$ cat src/rtl/serial_subtractor_pkg.sv
// ============================================================================
// serial_subtractor_pkg : shared constants for the adder-family blocks
// Rev 1.0 - initial release
// ============================================================================
`default_nettype none

package serial_subtractor_pkg;

  localparam int DEFAULT_WIDTH = 4;

  localparam logic [1:0] ST_IDLE = 2'd0;
  localparam logic [1:0] ST_RUN  = 2'd1;
  localparam logic [1:0] ST_DONE = 2'd2;

endpackage

`default_nettype wire

$ cat src/rtl/serial_subtractor_fulladder.sv
// ============================================================================
// fulladder : 1-bit full adder cell shared by the adder-family datapaths
// Rev 1.0 - initial release
// ============================================================================
`default_nettype none

module fulladder (
  input  logic a,
  input  logic b,
  input  logic c_in,
  output logic sum,
  output logic c_out
);

  assign sum   = a ^ b ^ c_in;
  assign c_out = (a & b) | (c_in & (a ^ b));

endmodule

`default_nettype wire

$ cat src/rtl/serial_subtractor.sv
// ============================================================================
// serial_subtractor : bit-serial diff = a - b - b_in using one fulladder cell
// Rev 1.0 - initial release
// ============================================================================
`default_nettype none

module serial_subtractor
  import serial_subtractor_pkg::*;
#(
  parameter int WIDTH = DEFAULT_WIDTH
) (
  input  logic             clk,
  input  logic             rst,
  input  logic             start,
  input  logic [WIDTH-1:0] a,
  input  logic [WIDTH-1:0] b,
  input  logic             b_in,
  output logic             ready,
  output logic             done,
  output logic [WIDTH-1:0] diff,
  output logic             b_out,
  output logic             ovf
);

  localparam int CNT_W = (WIDTH > 1) ? $clog2(WIDTH) : 1;

  logic [1:0]       state;
  logic [WIDTH-1:0] a_sh;
  logic [WIDTH-1:0] b_sh;
  logic             carry;
  logic [CNT_W-1:0] cnt;
  logic             a_msb;
  logic             b_msb;
  logic             b_inv;
  logic             fa_sum;
  logic             fa_cout;
  logic             last_bit;

  // Subtraction as a + ~b + ~b_in; the carry register holds the inverted borrow.
  assign b_inv    = ~b_sh[0];
  assign last_bit = (cnt == CNT_W'(WIDTH - 1));

  fulladder u_fa (
    .a     (a_sh[0]),
    .b     (b_inv),
    .c_in  (carry),
    .sum   (fa_sum),
    .c_out (fa_cout)
  );

  always_ff @(posedge clk or posedge rst) begin
    if (rst) begin
      state <= ST_IDLE;
      a_sh  <= '0;
      b_sh  <= '0;
      carry <= 1'b0;
      cnt   <= '0;
      a_msb <= 1'b0;
      b_msb <= 1'b0;
      diff  <= '0;
      b_out <= 1'b0;
      ovf   <= 1'b0;
    end else begin
      case (state)
        ST_IDLE: begin
          if (start) begin
            a_sh  <= a;
            b_sh  <= b;
            carry <= ~b_in;
            cnt   <= '0;
            a_msb <= a[WIDTH-1];
            b_msb <= b[WIDTH-1];
            state <= ST_RUN;
          end
        end
        ST_RUN: begin
          a_sh  <= a_sh >> 1;
          b_sh  <= b_sh >> 1;
          carry <= fa_cout;
          diff  <= {fa_sum, diff[WIDTH-1:1]};
          if (last_bit) begin
            // fa_sum is the result MSB here, so flags settle on the same edge.
            b_out <= ~fa_cout;
            ovf   <= (a_msb ^ b_msb) & (fa_sum ^ a_msb);
            state <= ST_DONE;
          end else begin
            cnt <= cnt + CNT_W'(1);
          end
        end
        ST_DONE: begin
          state <= ST_IDLE;
        end
        default: begin
          state <= ST_IDLE;
        end
      endcase
    end
  end

  assign ready = (state == ST_IDLE);
  assign done  = (state == ST_DONE);

endmodule

`default_nettype wire

$ cat config.mk
export PLATFORM = sky130hd
export DESIGN_NAME = serial_subtractor
export DESIGN_NICKNAME = d
export VERILOG_FILES = /design/src/rtl/serial_subtractor_pkg.sv /design/src/rtl/serial_subtractor_fulladder.sv /design/src/rtl/serial_subtractor.sv
export SDC_FILE = /design/constraint.sdc
export NUM_CORES = 1
export LEC_CHECK = 0
export ABC_CLOCK_PERIOD_IN_PS = 1910
export CORE_MARGIN = 2
export CORE_UTILIZATION = 25
export CTS_BUF_LIST = sky130_fd_sc_hd__clkbuf_4
export DETAILED_ROUTE_END_ITERATION = 12
export PLACE_DENSITY = 0.56
export SLEW_MARGIN = 20
export SYNTH_ARGS = -nofsm -noshare
export SYNTH_HDL_FRONTEND = slang
export SYNTH_SLANG_ARGS = --single-unit
$ cat constraint.sdc
create_clock -name clk -period 1.91 [get_ports clk]
set_clock_uncertainty 0.05 [all_clocks]
set_input_delay 0.573 -clock clk [delete_from_list [all_inputs] [get_ports clk]]
set_output_delay 0.573 -clock clk [all_outputs]
set_load 0.02 [all_outputs]
# Yosys cells after proc, flatten, opt, wreduce, memory -nomap -nowiden
# Cells that the tools add are included.
# word_totals
ff_bits	21
input_bits	12
out_inout_bits	8
elab_cells	47
# op_classes
n_addsub	1
eq_ne	6
n_mux	12
bitwise_logic	11
n_reduce_logical	7
# op_table
cell	n
one-hot mux 4 bit (2 select lines)	2
2-to-1 mux 2 bit	4
2-to-1 mux 4 bit	2
one-hot mux 2 bit (2 select lines)	2
AND reduction 2 bit	4
!= test 2 bit, second input constant	3
== test 2 bit, second input constant	2
bitwise XOR 1 bit	4
bitwise AND 1 bit	3
NOT 1 bit	3
AND reduction 3 bit	1
adder 2 x 1 -> 2 bit, second input constant	1
== test 2 x 1 -> 1 bit, second input constant	1
logical NOT 2 bit	1
one-hot mux 1 bit (2 select lines)	1
nonzero test 2 bit	1
2-to-1 mux 1 bit	1
OR 1 bit	1

# Logic depth before layout (Yosys ltp)
# Gate-level depths: netlist of run 1.
# depth
ltp_word	5
depth_mapped	5
ltp_nobuf	5

# By module
# A second synthesis of run 1 with hierarchy kept.
# unflattened
hier_cells	86
hier_area_um2	959.7
# by_module_without_submodules
mod	n_inst	cells_each	area_each_um2	seq_area_each_um2
serial_subtractor	1	85	939.7	525.5
fulladder	1	1	20.0	0.0

# Worst setup path after synthesis of run 1
# No wires, ideal clock.
# synth_path
path_kind	flip-flop to output port
start	register state[0]
end	output done
arrival_ps	986
required_ps	1287
path_slack_ps	301
stages_incl_launch_ff	4
n_path_buf	2
path_cell_list	dfrtp_1 -> buf_4 -> buf_4 -> nor2b_1
# synth_between
elab_chain_cells	1
# synth_lines
element	line	text
start, declared	serial_subtractor.sv:27	logic [1:0] state;
start signal, assigned	serial_subtractor.sv:53	state <= ST_IDLE;
start signal, assigned	serial_subtractor.sv:73	state <= ST_RUN;
start signal, assigned	serial_subtractor.sv:85	state <= ST_DONE;
== test 2 bit	serial_subtractor.sv:101	assign done = (state == ST_DONE);
end, declared	serial_subtractor.sv:19	output logic done,
# Every way passes these cells.

# Final worst setup path of run 1
# layout_path
start	register state[1]
end	output done
# Same word-level chain as after synthesis.

==> flow_metrics.py, run 1 <==
metrics = {
    "status": {
        "outcome": "complete, no violations",
    },
    "final_layout": {
        "fin_util_pct": 34.06,
        "n_fill_cell": 406,
        "n_antenna_cell": 0,
        "final_cell_mix": "dfrtp_1, clkdlybuf4s50_1, nand2_1",
        "layout_commonest_cell": "dfrtp_1",
        "syn_to_final_growth_pct": 28.18,
        "postLayoutCellArea_um2": 1275,
        "fin_nets": 127,
        "drive_gt1_share_pct": 16.07,
    },
    "route": {
        "drtAntennaViolNets": 0,
        "first_pass_iters": 4,
        "wl_mm": 2.054,
        "wl_per_cell_um": 12.84,
        "vias_per_cell": 4.463,
        "drtIter0Drc": 26,
        "drcViolationCount": 0,
        "via_count": 714,
    },
    "yosys": {
        "async_reset_ff_share_pct": 100.0,
        "ys_warn_count": 0,
        "synth_area_leaders": "dfrtp_1, o21ai_0, mux2_1",
        "netlist_area_um2": 994.7,
        "ys_ff_latch": 21,
        "synth-main-ff-cell": "dfrtp_1",
        "yosysTopAreaCellShare_pct": 52.83,
        "yosys.area.top_type": "dfrtp_1",
        "yosysUniqueCellTypes": 25,
        "synth-edff-count": 0,
        "synth_cells": 88,
        "avgSynthCellArea_um2": 11.30,
        "seq_area_frac_synth_pct": 52.83,
        "syn_nets": 102,
    },
    "floorplan": {
        "ios": 20,
        "rows": 22,
        "coreArea_um2": 3744,
        "die_x_um": 67.08,
        "fp.dieH_um": 67.08,
        "dieArea_um2": 4499,
        "start_util_pct": 26.57,
    },
    "timing": {
        "setup-violations-final": 0,
        "fin_crit_sh_pct": 94.94,
        "rsz0062_at_grt": "false",
        "timing.fmax_mhz": 551.5,
        "tightest_slew_ns": 0.2792,
        "fin_crit_ns": 1.813,
        "hold_violations": 0,
        "maxSlewViolCount": 0,
        "tns_ns": 0,
        "maxSlewHeadroom_pct": 81.39,
    },
    "critical_path": {
        "cp.arrival_ns": 1.19,
        "cp.required_ns": 1.29,
        "path_class": "flip-flop to output port",
        "startpoint": "state[1]$_DFFE_PP0P_",
        "r2r-start": "carry$_DFFE_PP0P_",
        "cp-end-kind": "output port",
        "startpoint_type": "flip-flop",
        "critPathMaxFanout": 3,
        "rr_worst_depth": 5,
    },
    "clock_network": {
        "clk_pin_slew_worst_paths_ns": 0.13,
        "worstSkewPairLatency_ns": 0.31,
        "cts_tree": "built",
        "htreeDepth": 1,
        "root_buffer": "clkbuf_4",
        "cts_buffers": 3,
        "clockBufferDepth": 2,
        "clock_sinks": 21,
    },
    "global_routing": {
        "grt_max_degree": 22,
        "track_usage_pct": 10.30,
        "grt_pass1_wl_mm": 3.415,
        "antenna_found_initial": 0,
        "grt.overflow.total": 0,
        "grt_pass1_vias": 762,
    },
    "pwr": {
        "p_leak_nw": 0.5818,
        "irDropWorstVdd_mv": 0.4761,
        "p_sw_share_pct": 39.59,
        "p_clk_share_pct": 11.5,
        "p_per_area_nw_per_um2": 1533,
        "p_comb_share_pct": 48.9,
        "switchingPower_uw": 773.6,
        "internal_power_mw": 1.181,
        "seqPwrFrac_pct": 39.6,
    },
    "placement": {
        "portBuffers": 19,
        "dpl.hpwl_mm": 1.541,
        "gp_congestion": 0.7247,
        "placed_area_um2": 1251,
    },
    "min_path": {
        "hold_path_class": "flip-flop to flip-flop",
        "hp-start": "ovf$_DFFE_PP0P_",
        "min_path_cells": 2,
    },
    "run": {
        "cap_viol_max_count": 0,
    },
}
## power groups by stage
stage               logic (mW)  clock network, mW  registers [mW]
floorplan                0.636                  0           0.826
global placement         0.989                  0           0.780
detailed placement        1.02                  0           0.790
CTS                      0.968              0.230           0.777
global route              1.06              0.249           0.810
finish                   0.956              0.224           0.774
## path summary, 6_finish.rpt
kind / slack, ns / end
max in group asynchronous: 1.05 / b_out$_DFFE_PP0P_
max reg2reg: 0.41 / ovf$_DFFE_PP0P_
min: 0.45 / ovf$_DFFE_PP0P_
max: 0.1 / done
min in group asynchronous: 0.52 / carry$_DFFE_PP0P_
min reg2reg: 0.45 / ovf$_DFFE_PP0P_
## worst max-delay path: stages, from the launching register on
cell and delay, ns:
dfrtp_1 0.43, nor2b_2 0.18, clkdlybuf4s15_2 0.27
## repair_timing
| action | 4_1_cts | 5_1_grt |
|---|---|---|
| setup endpoints to repair | 8 | 2 |
| gates resized for setup | 10 | 2 |
| hold buffers | 0 | 0 |
| cloned | 0 | 0 |
| buffers inserted | 0 | 0 |
## state kept, by name (all words and copies together), names as in the netlist
signal	count
a_sh	4
ovf	1
b_msb	1
b_out	1
state	2
b_sh	4
cnt	2
diff	4
carry	1
a_msb	1
## per-layer routing
layer	vias up	part of all wire, %	global-route usage (%)
met5	-	0	0
met4	0	1.3	6.122
met3	2	5.3	2.027
met2	15	47	16.09
met1	347	46	13.04
li1	350	-	-
## logic make-up after synthesis
kind of cell | synth area share (%)
AO/OA/AOI/OAI | 15.35
flip-flops | 52.83
adder cells (fa/ha/maj) | 3.270
multiplexers | 6.792
AND/OR/NAND/NOR | 15.60
buffers and inverters | 6.163
## cell type report
| class | count | area [um^2] | share of cell area, % |
|---|---|---|---|
| Clock buffer | 3 | 22.52 | 1.766 |
| Timing Repair Buffer | 25 | 229.0 | 17.96 |
| Tap cell | 48 | 60.06 | 4.711 |
| Multi-Input combinational cell | 56 | 410.4 | 32.19 |
| Clock inverter | 1 | 5.005 | 0.3925 |
| Sequential cell | 21 | 525.5 | 41.22 |
| Inverter | 6 | 22.52 | 1.766 |
## Yosys cell counts (all sizes together), types with 2 or more instances
cell / instances
mux2: 6
buf: 5
and3b: 4
inv: 6
nand3b: 2
a22oi: 2
nor2: 2
o21ai: 9
a32o: 2
a21oi: 7
nand2: 10
dfrtp: 21
nor2b: 4
## through the flow
stage | hold slack, ns | instances | total power, mW | setup slack, ns
after CTS | 0.4552 | 160 | 1.975 | 0.04455
final | 0.4525 | 160 | 1.954 | 0.09662
after detailed placement | 0.4229 | 156 | 1.806 | 0.05004
after global placement | 0.4154 | 156 | 1.769 | 0.04677
after floorplan | 0.3998 | 88 | 1.463 | 0.3006
after global routing | 0.4707 | 160 | 2.114 | 0.01369
Note: power is estimated with default switching activity, not from simulation.
==> run 2, diff against run 1 <==
--- a/config.mk
+++ b/config.mk
@@ -5,6 +5,7 @@
 export SDC_FILE = /design/constraint.sdc
 export NUM_CORES = 1
 export LEC_CHECK = 0
+export ABC_AREA = 1
 export ABC_CLOCK_PERIOD_IN_PS = 1910
 export CORE_MARGIN = 2
 export CORE_UTILIZATION = 25
==> run 2 against run 1 <==
Total power is 2.4% higher. Clock power is 5% lower. Fmax is 0.37% lower. Die area is 0.24% higher. Register-to-register slack worse by 0.04 ns. Flip-flop and latch count stayed put. Count of clock-buffer cells in the layout stayed put. Final cell count is 23% higher. Core utilization is 0.23 points higher. Critical path depth stayed put. Highest routed layer is now met3.
==> flow_metrics.py, run 2 <==
metrics = {
    "timing": {
        "rsz0062_at_grt": "false",
        "fin_crit_ns": 1.820,
        "setup-violations-final": 0,
        "hold_violations": 0,
        "timing.fmax_mhz": 549.4,
        "fin_crit_sh_pct": 95.30,
        "maxSlewHeadroom_pct": 69.88,
        "tightest_slew_ns": 0.4507,
        "maxSlewViolCount": 0,
        "tns_ns": 0,
    },
    "floorplan": {
        "ios": 20,
        "rows": 22,
        "coreArea_um2": 3744,
        "start_util_pct": 26.64,
        "dieArea_um2": 4510,
        "fp.dieH_um": 67.16,
        "die_x_um": 67.16,
    },
    "clock_network": {
        "root_buffer": "clkbuf_4",
        "cts_buffers": 3,
        "post_cts_buffers": 0,
        "clockBufferDepth": 2,
        "htreeDepth": 1,
        "clock_sinks": 21,
        "cts_tree": "built",
        "clk_pin_slew_worst_paths_ns": 0.12,
        "worstSkewPairLatency_ns": 0.31,
    },
    "global_routing": {
        "grt_pass1_wl_mm": 3.332,
        "grt_pass1_vias": 787,
        "grt_max_degree": 22,
        "grt.overflow.total": 0,
        "antenna_found_initial": 0,
        "track_usage_pct": 9.588,
    },
    "yosys": {
        "synth_area_leaders": "dfrtp_1, nand2_1, nand3_1",
        "synth_cells": 123,
        "synth-main-ff-cell": "dfrtp_1",
        "synth.most_common_cell": "nand2_1",
        "synth-edff-count": 0,
        "yosys.area.top_type": "dfrtp_1",
        "netlist_area_um2": 997.2,
        "seq_area_frac_synth_pct": 52.70,
        "syn_nets": 137,
        "avgSynthCellArea_um2": 8.107,
        "yosysUniqueCellTypes": 16,
        "ys_ff_latch": 21,
        "yosysTopAreaCellShare_pct": 52.70,
        "synth_common_cells": "nand2_1, dfrtp_1, inv_1",
        "ys_warn_count": 0,
        "async_reset_ff_share_pct": 100.0,
    },
    "min_path": {
        "hold_path_class": "flip-flop to flip-flop",
    },
    "final_layout": {
        "fin_nets": 163,
        "layout_commonest_cell": "nand2_1",
        "postLayoutCellArea_um2": 1284,
        "syn_to_final_growth_pct": 28.73,
        "n_antenna_cell": 0,
        "top_regs": "a_sh x4, b_sh x4, diff x4",
        "drive_gt1_share_pct": 10.81,
        "final_cell_mix": "nand2_1, dfrtp_1, inv_1",
        "n_fill_cell": 426,
    },
    "route": {
        "wl_mm": 2.015,
        "drtAntennaViolNets": 0,
        "wl_per_cell_um": 10.28,
        "drcViolationCount": 0,
        "via_count": 834,
        "first_pass_iters": 4,
        "drtIter0Drc": 51,
        "vias_per_cell": 4.255,
    },
    "placement": {
        "dpl.hpwl_mm": 1.544,
        "gp_congestion": 0.7057,
        "placed_area_um2": 1261,
        "portBuffers": 19,
    },
    "critical_path": {
        "path_class": "flip-flop to output port",
        "critPathMaxFanout": 3,
        "cp.required_ns": 1.29,
        "cp.arrival_ns": 1.20,
        "startpoint_type": "flip-flop",
        "cp-end-kind": "output port",
    },
    "pwr": {
        "p_leak_nw": 0.6982,
        "p_sw_share_pct": 43.99,
        "switchingPower_uw": 880.0,
        "irDropWorstVdd_mv": 0.3752,
        "p_clk_share_pct": 10.6,
        "internal_power_mw": 1.121,
        "p_comb_share_pct": 50.9,
        "seqPwrFrac_pct": 38.5,
        "p_per_area_nw_per_um2": 1558,
    },
    "run": {
        "cap_viol_max_count": 0,
    },
    "status": {
        "outcome": "complete, no violations",
    },
}
run 2: changes by cell type after synthesis, moves of 4 or more:
cell     previous run  this run
nand3_1             0        11
a21oi_1             7         0
and3b_1             4         0
nor2b_1             4         0
inv_1               6        12
mux2_1              4         0
nand2_1            10        57
run 2: worst max-delay path: stages (launching register included):
cell             delay [ns]
dfrtp_1                0.44
nor2_2                 0.17
clkdlybuf4s15_2        0.28
run 2: final cells by class:
cell class,instances,area (um^2),area share [%]
Sequential cell,21,525.5,40.94
Multi-Input combinational cell,85,397.9,30.99
Timing Repair Buffer,24,220.2,17.15
Tap cell,48,60.06,4.678
Inverter,14,52.55,4.094
Clock buffer,3,22.52,1.754
Clock inverter,1,5.005,0.3899
run 2: timing repair:
item	in CTS	in global routing
resized for setup	10	3
endpoints found under the setup margin	7	3
hold buffers	0	0
run 2: per-layer routing:
metal | global-route usage [%] | part of all wire [%] | wire length [um]
met1 | 11.60 | 45 | 914
met4 | 0.7653 | 0 | 0
met2 | 16.96 | 49 | 990
met5 | 0 | 0 | 0
met3 | 3.500 | 5.4 | 109
run 2: path summary, 6_finish.rpt:
path,from,to,slack (ns),depth (start not counted)
max,state[1]$_DFFE_PP0P_,ready,0.09,2
min reg2reg,a_sh[2]$_DFFE_PP0P_,a_sh[2]$_DFFE_PP0P_,0.45,2
max in group asynchronous,rst,a_sh[0]$_DFFE_PP0P_,1.06,3
min,a_sh[2]$_DFFE_PP0P_,a_sh[2]$_DFFE_PP0P_,0.45,2
min in group asynchronous,rst,diff[0]$_DFFE_PP0N_,0.54,3
max reg2reg,state[1]$_DFFE_PP0P_,b_out$_DFFE_PP0P_,0.37,6
run 2: kinds of logic (layout without fill, tap and decap cells):
logic type      Yosys count  in the layout  share of synthesized area, %
compound gates            8              8                         5.144
fa+ha+maj                 2              2                         3.262
buf+inv                  17             42                         7.653
flops                    21             21                         52.70
simple gates             75             75                         31.24
run 2: metrics by stage:
step	cells	utilization, %	setup slack [ns]	total power [mW]	hold WS, ns
global placement	192	33.69	0.04428	1.821	0.4134
floorplan	123	-	0.3792	1.488	0.3988
global route	196	34.29	0.02810	2.192	0.4740
detailed placement	192	33.69	0.04419	1.853	0.4234
finish	196	34.29	0.08980	2.001	0.4472
CTS	196	34.29	0.005851	2.034	0.4534
run 2: power by group through the flow:
stage	clock network, mW	registers, mW	logic [mW]
after CTS	0.225	0.771	1.04
after global placement	0	0.773	1.05
after detailed placement	0	0.780	1.07
after floorplan	0	0.834	0.654
final	0.212	0.771	1.02
after global routing	0.241	0.799	1.15
